$ cat src/rtl/oh_edgesched.sv
// oh_edgesched - slow-clock phase scheduler driven by an edge aligner.
//
// Measures the number of fast-clock cycles between firstedge pulses, declares
// lock after LOCKCNT consecutive equal periods, and while locked issues a
// one-cycle strobe at a programmed position within every slow period.
//
// Parameters:
//   CW       width of period counter, ratio and phase (max ratio 2^CW-1)
//   LOCKCNT  consecutive equal periods needed to lock (>=1)
//
// Ports:
//   clk        fast clock, all logic on posedge
//   reset      asynchronous active-high reset
//   en         enable; low returns to IDLE and clears statistics
//   firstedge  one-cycle pulse per slow-clock rising edge
//   phase      strobe position 1..ratio
//   ratio      last locked period in clk cycles
//   locked     period stable, strobe active
//   strobe     phase strobe (state==LOCK && cnt==phase)
//   lockerr    one-cycle pulse on loss of lock
//   errcnt     lock-loss count
//
// Build option: define OH_EDGESCHED_ERRCNT_EN to implement the saturating
// lock-loss counter; otherwise errcnt is tied to zero.

module oh_edgesched #(
    parameter int unsigned CW      = 8,
    parameter int unsigned LOCKCNT = 4
) (
    input  logic          clk,
    input  logic          reset,
    input  logic          en,
    input  logic          firstedge,
    input  logic [CW-1:0] phase,
    output logic [CW-1:0] ratio,
    output logic          locked,
    output logic          strobe,
    output logic          lockerr,
    output logic [7:0]    errcnt
);

    localparam int unsigned MW = (LOCKCNT > 1) ? $clog2(LOCKCNT) : 1;

    typedef enum logic [2:0] {IDLE, WAIT, MEAS, TRACK, LOCK} state_t;

    state_t        state_q, state_d;
    logic [CW-1:0] cnt_q, cnt_d;
    logic [CW-1:0] per_q, per_d;
    logic [CW-1:0] ratio_q, ratio_d;
    logic [MW-1:0] match_q, match_d;
    logic          locked_q, locked_d;
    logic          lockerr_q, lockerr_d;
    logic          cnt_sat;
    logic          per_match;
    logic          err;

    assign cnt_sat   = (cnt_q == '1);
    // A period shorter than 2 cycles never counts as a match.
    assign per_match = firstedge && (cnt_q == per_q) && (cnt_q > CW'(1));

    always_comb begin
        state_d = state_q;
        cnt_d   = firstedge ? CW'(1) : (cnt_sat ? cnt_q : cnt_q + 1'b1);
        per_d   = per_q;
        match_d = match_q;
        ratio_d = ratio_q;
        err     = 1'b0;

        if (!en) begin
            state_d = IDLE;
            per_d   = '0;
            match_d = '0;
        end else begin
            case (state_q)
                IDLE:  state_d = WAIT;
                WAIT:  if (firstedge) state_d = MEAS;
                MEAS: begin
                    if (firstedge) begin
                        per_d   = cnt_q;
                        match_d = '0;
                        state_d = TRACK;
                    end else if (cnt_sat) begin
                        state_d = WAIT;
                    end
                end
                TRACK: begin
                    if (firstedge) begin
                        if (per_match) begin
                            if (match_q == MW'(LOCKCNT - 1)) begin
                                state_d = LOCK;
                                ratio_d = per_q;
                            end else begin
                                match_d = match_q + 1'b1;
                            end
                        end else begin
                            per_d   = cnt_q;
                            match_d = '0;
                        end
                    end else if ((cnt_q > per_q) || cnt_sat) begin
                        // Saturated counter also covers per==2^CW-1, where
                        // cnt can never exceed per.
                        state_d = MEAS;
                    end
                end
                LOCK: begin
                    if (firstedge) begin
                        if (!per_match) begin
                            err     = 1'b1;
                            per_d   = cnt_q;
                            match_d = '0;
                            state_d = TRACK;
                        end
                    end else if (cnt_q == per_q) begin
                        err     = 1'b1;
                        state_d = MEAS;
                    end
                end
                default: state_d = IDLE;
            endcase
        end

        locked_d  = (state_d == LOCK);
        lockerr_d = err;
    end

    always_ff @(posedge clk or posedge reset) begin
        if (reset) begin
            state_q   <= IDLE;
            cnt_q     <= '0;
            per_q     <= '0;
            match_q   <= '0;
            ratio_q   <= '0;
            locked_q  <= 1'b0;
            lockerr_q <= 1'b0;
        end else begin
            state_q   <= state_d;
            cnt_q     <= cnt_d;
            per_q     <= per_d;
            match_q   <= match_d;
            ratio_q   <= ratio_d;
            locked_q  <= locked_d;
            lockerr_q <= lockerr_d;
        end
    end

`ifdef OH_EDGESCHED_ERRCNT_EN
    logic [7:0] errcnt_q, errcnt_d;

    always_comb begin
        errcnt_d = errcnt_q;
        if (!en) begin
            errcnt_d = '0;
        end else if (err && (errcnt_q != '1)) begin
            errcnt_d = errcnt_q + 1'b1;
        end
    end

    always_ff @(posedge clk or posedge reset) begin
        if (reset) begin
            errcnt_q <= '0;
        end else begin
            errcnt_q <= errcnt_d;
        end
    end

    assign errcnt = errcnt_q;
`else
    assign errcnt = 8'h0;
`endif

    assign ratio   = ratio_q;
    assign locked  = locked_q;
    assign lockerr = lockerr_q;
    assign strobe  = (state_q == LOCK) && (cnt_q == phase);

endmodule
$ cat config.mk
export PLATFORM = sky130hd
export DESIGN_NAME = oh_edgesched
export DESIGN_NICKNAME = d
export VERILOG_FILES = /design/src/rtl/oh_edgesched.sv
export SDC_FILE = /design/constraint.sdc
export NUM_CORES = 1
export LEC_CHECK = 0
export CAP_MARGIN = 40
export CORE_ASPECT_RATIO = 0.5
export CORE_UTILIZATION = 58
export DETAILED_ROUTE_END_ITERATION = 7
export HOLD_SLACK_MARGIN = 0.03
export PLACE_DENSITY = 0.85
export RECOVER_POWER = 100
export SYNTH_ARGS = -nofsm -noshare
export SYNTH_HDL_FRONTEND = slang
export SYNTH_SLANG_ARGS = --single-unit
export TNS_END_PERCENT = 10
$ cat constraint.sdc
create_clock -name clk -period 5.1 [get_ports clk]
set_input_delay 1.02 -clock clk [delete_from_list [all_inputs] [get_ports clk]]
set_output_delay 1.02 -clock clk [all_outputs]
set_load 0.01 [all_outputs]
Word level (Yosys, flattened, before mapping)
Cells that the tools add are included.

Register bits after elaboration: 31. Bits in latches: 0. Bits in writable memories: 0. Memory bits (read-only): 0. Input port bits: 12. Memories kept: 0.

$add $sub $neg: 2. Multiply operators: 0. Divide/modulo/power cells: 0. Magnitude comparators: 2. Equality and inequality tests: 19. Shifts and indexed selects: 0. Multiplexer cells: 32. Bitwise gates (word level): 0. Reductions and logical operators: 9.

Operator list (number): $mux W8 (6); $mux W3 (11); $eq A8 B8 Y1 (2); $pmux W8 S2 (1); $ne A3 B3 Y1 const B (5); $pmux W3 S5 (1); $mux W2 (7); $add A8 B1 Y8 const B (1); $eq A8 B8 Y1 const B (1); $gt A8 B1 Y1 const B (1); $gt A8 B8 Y1 (1); $eq A3 B2 Y1 const B (2); $eq A3 B3 Y1 const B (2); $ne A3 B2 Y1 const B (2); $pmux W2 S3 (1); $reduce_and A6 Y1 (1); $mux W1 (5); $reduce_and A5 Y1 (1); $ne A4 B1 Y1 const B (1); $ne A4 B4 Y1 const B (1); $reduce_and A4 Y1 (1); $eq A3 B1 Y1 const B (1); $logic_and A1 B1 Y1 (3); $logic_not A3 Y1 (1); 5 further kinds (5).

Longest topological paths before layout
Gate-level depths: netlist (run 1).

Word-level depth: 8. Depth in mapped cells: 10. Gate-level depth less buffers: 7.

Worst setup path after synthesis (run 1)
No wires, ideal clock.

Path type: input to output. Start: in phase[2]. End: out strobe. Arrival: 1.692 ns. Required time: 4.080 ns. Setup slack: 2.388 ns. Stages on the path: 3. Cells stage by stage: xnor2_1 > nand4_1 > nor4_1.

Word-level cells in the longest chain between the ends: 2.

Ends and longest elaborated chain: from (decl) (line 34) `input logic [CW-1:0] phase,`; $eq A8 B8 Y1 (line 174) `assign strobe = (state_q == LOCK) && (cnt_q == phase);`; $logic_and A1 B1 Y1 (line 174); to (decl) (line 37) `output logic strobe,`.

Every way passes these cells.

Worst setup path after layout (run 1)
Same ends and word-level chain as after synthesis.

==> impl_metrics.json, run 1 <==
{
  "status": "complete, but fails checks",
  "failed_checks": "capacitance limit, slew limit",
  "grt_pass1_wl_mm": 6.693,
  "synth_ff_type": "dfrtp_1",
  "cts_resized": 0,
  "firstDrtPassIters": 4,
  "hp-class": "reg -> reg",
  "tns_ps": 0,
  "wl_per_cell_um": 14.19,
  "clock_latency_ps": 290,
  "path_class": "in -> out",
  "core_area_um2": 3188,
  "synth-seq-cells": 31,
  "syn_area_um2": 2072,
  "drv_cap": 1,
  "yosysWarnings": 0,
  "min_period_ps": 3736,
  "netlist_instances": 216,
  "p_int_uw": 457.5,
  "synthMuxAreaShare_pct": 10.21,
  "fillCellCount": 243,
  "root_buffer": "clkbuf_8",
  "cts.clk_slew.worst_paths_ps": 70,
  "yosys-top-cells-count": "dfrtp_1 (31), nand2_1 (27), nor2_1 (13), ha_1 (12), inv_1 (12)",
  "synth_top_family_by_area": "simple AND/OR/NAND/NOR gates",
  "fin_nets": 255,
  "num_rows": 14,
  "diodes": 0,
  "grt_pass1_vias": 1459,
  "io_buffers": 22,
  "drc_errors": 0,
  "place_inst": 272,
  "ys_top_cells_by_area": "dfrtp_1 (37%), ha_1 (7.2%), mux2_4 (5.8%), nand2_1 (4.9%), mux2i_1 (3.9%)",
  "total_switching_power_uw": 167.3,
  "finalNonFillerCells": 280,
  "drive_above_1_share_pct": 5.172,
  "critPathLaunchType": "input port",
  "p_per_area_nw_per_um2": 268.9,
  "seqPwrFrac_pct": 43.1,
  "tightest_slew_ps": 1653,
  "synthDistinctLibCells": 46,
  "holdBufCountCts": 0,
  "tritoncts": "yes",
  "syn_area_per_cell_um2": 9.593,
  "finalInstanceArea_um2": 2323,
  "slew_headroom_pct": -10.18,
  "yosysSeqAreaShare_pct": 37.44,
  "start_util_pct": 64.99,
  "initialDrtViolationCount": 171,
  "end_kind": "primary output",
  "multi_input_area_um2": 1101,
  "yosys.area.top_type": "dfrtp_1",
  "setup_viol": 0,
  "antenna_found_initial": 0,
  "fmax_mhz": 267.7,
  "cts.path.max_buffers": 2,
  "arrival_ps": 2720,
  "pwr-share-comb_pct": 16.5,
  "synthSimpleGateAreaFrac_pct": 19.26,
  "dieArea_um2": 3830,
  "die_y_um": 44.27,
  "placed_area_um2": 2246,
  "cp.required_ps": 4080,
  "clockPowerShare_pct": 40.4,
  "grt_max_degree": 32,
  "track_usage_pct": 23.54,
  "via_count": 1617,
  "area_delta_synth_final_pct": 12.14,
  "period_share_pct": 73.26,
  "swShare_pct": 26.77,
  "cts_setup_buffers": 0,
  "clock-sinks": 31,
  "dp_hpwl_mm": 2.936,
  "setup_slack_ps": 1364,
  "htree_levels": 2,
  "rsz0062_at_grt": "no",
  "numCtsBuffers": 5,
  "ir_drop_mv": 0.2317,
  "synth_compound_area_share_pct": 10.81,
  "routed_wl_mm": 3.974,
  "synth-xor-area-share_pct": 5.918,
  "async_flop_share_pct": 100.0,
  "cp_max_fo": 1,
  "synth_top_area_share_pct": 37.44,
  "viasPerCell": 5.775,
  "p_leak_uw": 0.001094,
  "yosys.cell_count.top_type": "dfrtp_1",
  "grt_overflow_total": 0,
  "pre_cts_ws_ps": 1420,
  "ant_nets": 0,
  "ff_latch_area_um2": 775.7,
  "gp_congestion": 0.8815,
  "skew_ps": 11.11,
  "synth_edf_count": 0,
  "die_x_um": 86.53,
  "finalHoldViolCount": 0,
  "io_pins": 31,
  "hold_slack_ps": 488.0,
  "synth_fa_ha_area_share_pct": 7.246,
  "final_max_slew_viol_count": 32
}
==> worst paths after layout <==
| path | from | endpoint | slack [ps] | depth (start not counted) |
|---|---|---|---|---|
| min | ratio[4] | ratio[4] | 490 | 1 |
| max in group asynchronous | reset | state_q[1] | 2380 | 3 |
| max | phase[2] | strobe | 1360 | 5 |
| max reg2reg | cnt_q[4] | ratio[7] | 2310 | 6 |
| min reg2reg | ratio[4] | ratio[4] | 490 | 1 |
| min in group asynchronous | reset | per_q[5] | 1750 | 3 |
==> logic make-up after synthesis <==
family	after synthesis
fa+ha+maj	12
mux	17
other cells	1
simple gates	76
compound gates	31
flops	31
xor+xnor	14
buf+inv	34
==> state kept, by name, summed over array words and instances, names as in the netlist <==
| name | flops |
|---|---|
| locked | 1 |
| ratio | 8 |
| per_q | 8 |
| lockerr | 1 |
| state_q | 3 |
| cnt_q | 8 |
| match_q | 2 |
==> placed cells by master (no fill, tap or decap), types with 2 or more instances in the layout <==
cell type	synthesis	routed
o21ai_0	5	5
nand3_1	3	3
nor3_1	4	4
mux2_1	0	7
dfrtp_1	31	31
a21boi_0	2	2
xnor2_1	7	7
nor4_1	2	2
ha_1	12	12
nor2b_1	3	3
a21oi_1	8	8
nand2_1	27	27
mux2i_1	8	8
conb_1	1	8
and3_1	5	7
nand4_1	7	7
o21a_1	3	3
nand2b_1	2	2
inv_1	12	12
clkbuf_8	0	6
xor2_1	7	7
clkdlybuf4s50_1	0	8
nor2_1	13	13
dlygate4sd3_1	0	14
and2_1	3	2
==> final cells by class <==
class,instances,area share [%]
sequential,31,33.39
tap,48,2.585
clock buffer,6,3.554
inverter,12,1.939
clock inverter,2,1.508
timing repair buffer,23,9.639
multi-input combinational,158,47.39
==> power groups by stage <==
stage	clock network, uW	registers, uW	logic (uW)
global placement	0	273	99.6
detailed placement	0	273	105
finish	252	269	103
CTS	258	269	105
global route	271	270	116
floorplan	0	264	94.6
==> critical path, cell delays in order <==
cell and delay (ps):
clkdlybuf4s50_1 490, xnor2_1 130, nand4_1 120, nor4_1 300, dlygate4sd3_1 650
==> through the flow <==
| stage | total power, uW | util, % |
|---|---|---|
| 4_1_cts | 632.0 | 74.14 |
| 6_report | 624.7 | 72.88 |
| 3_5_place_dp | 378.3 | 70.45 |
| 3_3_place_gp | 372.9 | 70.45 |
| 2_1_floorplan | 358.7 | - |
| 5_1_grt | 656.8 | 72.88 |
==> per-layer routing <==
layer  part of all wire (%)  up-vias  global-route usage, %
met2                     46       65                  37.14
met3                    5.7        7                  7.090
met1                     47      788                  31.43
met5                      0        -                      0
met4                    1.1        0                  8.333
li1                       -      757                      -
Note: power is estimated with default switching activity, not from simulation.
==> run 2, diff against run 1 <==
--- a/config.mk
+++ b/config.mk
@@ -7,10 +7,10 @@
 export LEC_CHECK = 0
 export CAP_MARGIN = 40
 export CORE_ASPECT_RATIO = 0.5
-export CORE_UTILIZATION = 58
+export CORE_UTILIZATION = 49
 export DETAILED_ROUTE_END_ITERATION = 7
 export HOLD_SLACK_MARGIN = 0.03
-export PLACE_DENSITY = 0.85
+export PLACE_DENSITY = 0.76
 export RECOVER_POWER = 100
 export SYNTH_ARGS = -nofsm -noshare
 export SYNTH_HDL_FRONTEND = slang
==> constraint.sdc (replaced) <==
create_clock -name clk -period 3.1 [get_ports clk]
set_input_delay 0.62 -clock clk [delete_from_list [all_inputs] [get_ports clk]]
set_output_delay 0.62 -clock clk [all_outputs]
set_load 0.01 [all_outputs]
==> impl_metrics.json, run 2 (same netlist as run 1, synthesis figures left out) <==
{
  "tightest_slew_ps": 1678,
  "holdBufCountCts": 0,
  "viasPerCell": 5.382,
  "area_delta_synth_final_pct": 12.20,
  "initialDrtViolationCount": 65,
  "io_buffers": 22,
  "pre_cts_ws_ps": 240.3,
  "ff_latch_area_um2": 775.7,
  "ant_nets": 0,
  "fillCellCount": 355,
  "final_common_cell": "dfrtp_1",
  "start_util_pct": 52.01,
  "die_y_um": 47.98,
  "p_per_area_nw_per_um2": 403.4,
  "core_area_um2": 3984,
  "tritoncts": "yes",
  "track_usage_pct": 19.52,
  "numCtsBuffers": 5,
  "setup_viol": 0,
  "antenna_found_initial": 0,
  "final_cell_mix": "dfrtp_1 (31), nand2_1 (27), nor2_1 (13)",
  "rsz0062_at_grt": "no",
  "drive_above_1_share_pct": 6.410,
  "firstDrtPassIters": 4,
  "skew_ps": 6.032,
  "r2r_cells": 8,
  "arrival_ps": 2270,
  "die_x_um": 93.96,
  "routed_wl_mm": 4.004,
  "place_inst": 281,
  "critPathLaunchType": "input port",
  "p_leak_uw": 0.001090,
  "grt_max_degree": 32,
  "cts.clk_slew.worst_paths_ps": 60,
  "clock_latency_ps": 280,
  "ir_drop_mv": 0.2143,
  "setup_slack_ps": 210.9,
  "wl_per_cell_um": 13.90,
  "grt_pass1_wl_mm": 6.458,
  "final_max_slew_viol_count": 32,
  "gp_congestion": 0.8818,
  "period_share_pct": 93.20,
  "failed_checks": "capacitance limit, slew limit",
  "slew_headroom_pct": -11.87,
  "diodes": 0,
  "fmax_mhz": 346.1,
  "status": "complete, but fails checks",
  "path_class": "in -> out",
  "hp-class": "reg -> reg",
  "dieArea_um2": 4508,
  "cp.required_ps": 2480,
  "end_kind": "primary output",
  "cp_max_fo": 1,
  "cts_resized": 0,
  "grt_overflow_total": 0,
  "multi_input_area_um2": 1106,
  "finalNonFillerCells": 288,
  "via_count": 1550,
  "cts_setup_buffers": 0,
  "cts.path.max_buffers": 2,
  "root_buffer": "clkbuf_8",
  "clock-sinks": 31,
  "htree_levels": 2,
  "tns_ps": 0,
  "finalHoldViolCount": 0,
  "drv_cap": 1,
  "dp_hpwl_mm": 2.879,
  "fin_nets": 258,
  "grt_pass1_vias": 1408,
  "io_pins": 31,
  "min_period_ps": 2889,
  "num_rows": 16,
  "hold_path_depth": 1,
  "drc_errors": 0
}
-- run 2: cell types whose count changed in the layout (fill, tap and decap cells not counted) --
cell and delta:
buf_4 +2, mux2_1 -1, clkdlybuf4s50_1 +2, clkbuf_1 +1, bufinv_16 -1, and3_2 +1, and2_0 -1, dlygate4sd3_1 -2
and3_1 -1, mux2_4 +1, and2_1 +1
-- run 2: critical path, cell delays in order --
cell,delay (ps)
clkdlybuf4s50_1,480
xnor2_1,120
nand4_1,110
nor4_1,290
dlygate4sd3_1,640
-- run 2: cell type report --
cell class              instances  area share, %
flip-flops and latches         31          33.37
repair buffers                 26          10.44
clock inverters                 1         0.2153
well taps                      54          2.906
inverters                      12          1.938
clock buffers                   6          3.552
multi-input cells             158          47.58
-- run 2: final timing paths --
path	start	endpoint	slack, ps
min in group asynchronous	reset	ratio[5]	1360
max in group asynchronous	reset	lockerr	760
worst min register to register	ratio[1]	ratio[1]	480
worst min-delay path	ratio[1]	ratio[1]	480
worst max-delay path	phase[2]	strobe	210
worst max register to register	cnt_q[0]	ratio[3]	420
-- run 2: per-layer routing --
layer  vias up  global-route usage (%)  part of all wire [%]
met4         0                   7.077                  0.77
met3         5                   3.968                   4.4
met5         -                       0                     0
li1        760                       -                     -
met1       744                   24.08                    48
met2        41                   35.62                    47
-- run 2: per-stage QoR --
step                      hold WS (ps)  power, uW  utilization, %  cell area, um^2
after floorplan                  483.5      590.1               -             2098
after global placement           494.3      621.4           57.13             2276
final                            481.8      937.8           58.35             2325
after CTS                        514.7      952.1           59.33             2364
after detailed placement         498.2      628.2           57.13             2276
after global routing             508.4      987.7           58.35             2325
-- run 2: power breakdown --
part / total, uW / switching (uW) / leakage, uW / internal, uW
sequential: 444 / 27.5 / 0.000425 / 416
clock: 321 / 147 / 0.0000470 / 174
combinational: 173 / 93.4 / 0.000617 / 79.6
total: 938 / 268 / 0.00109 / 670
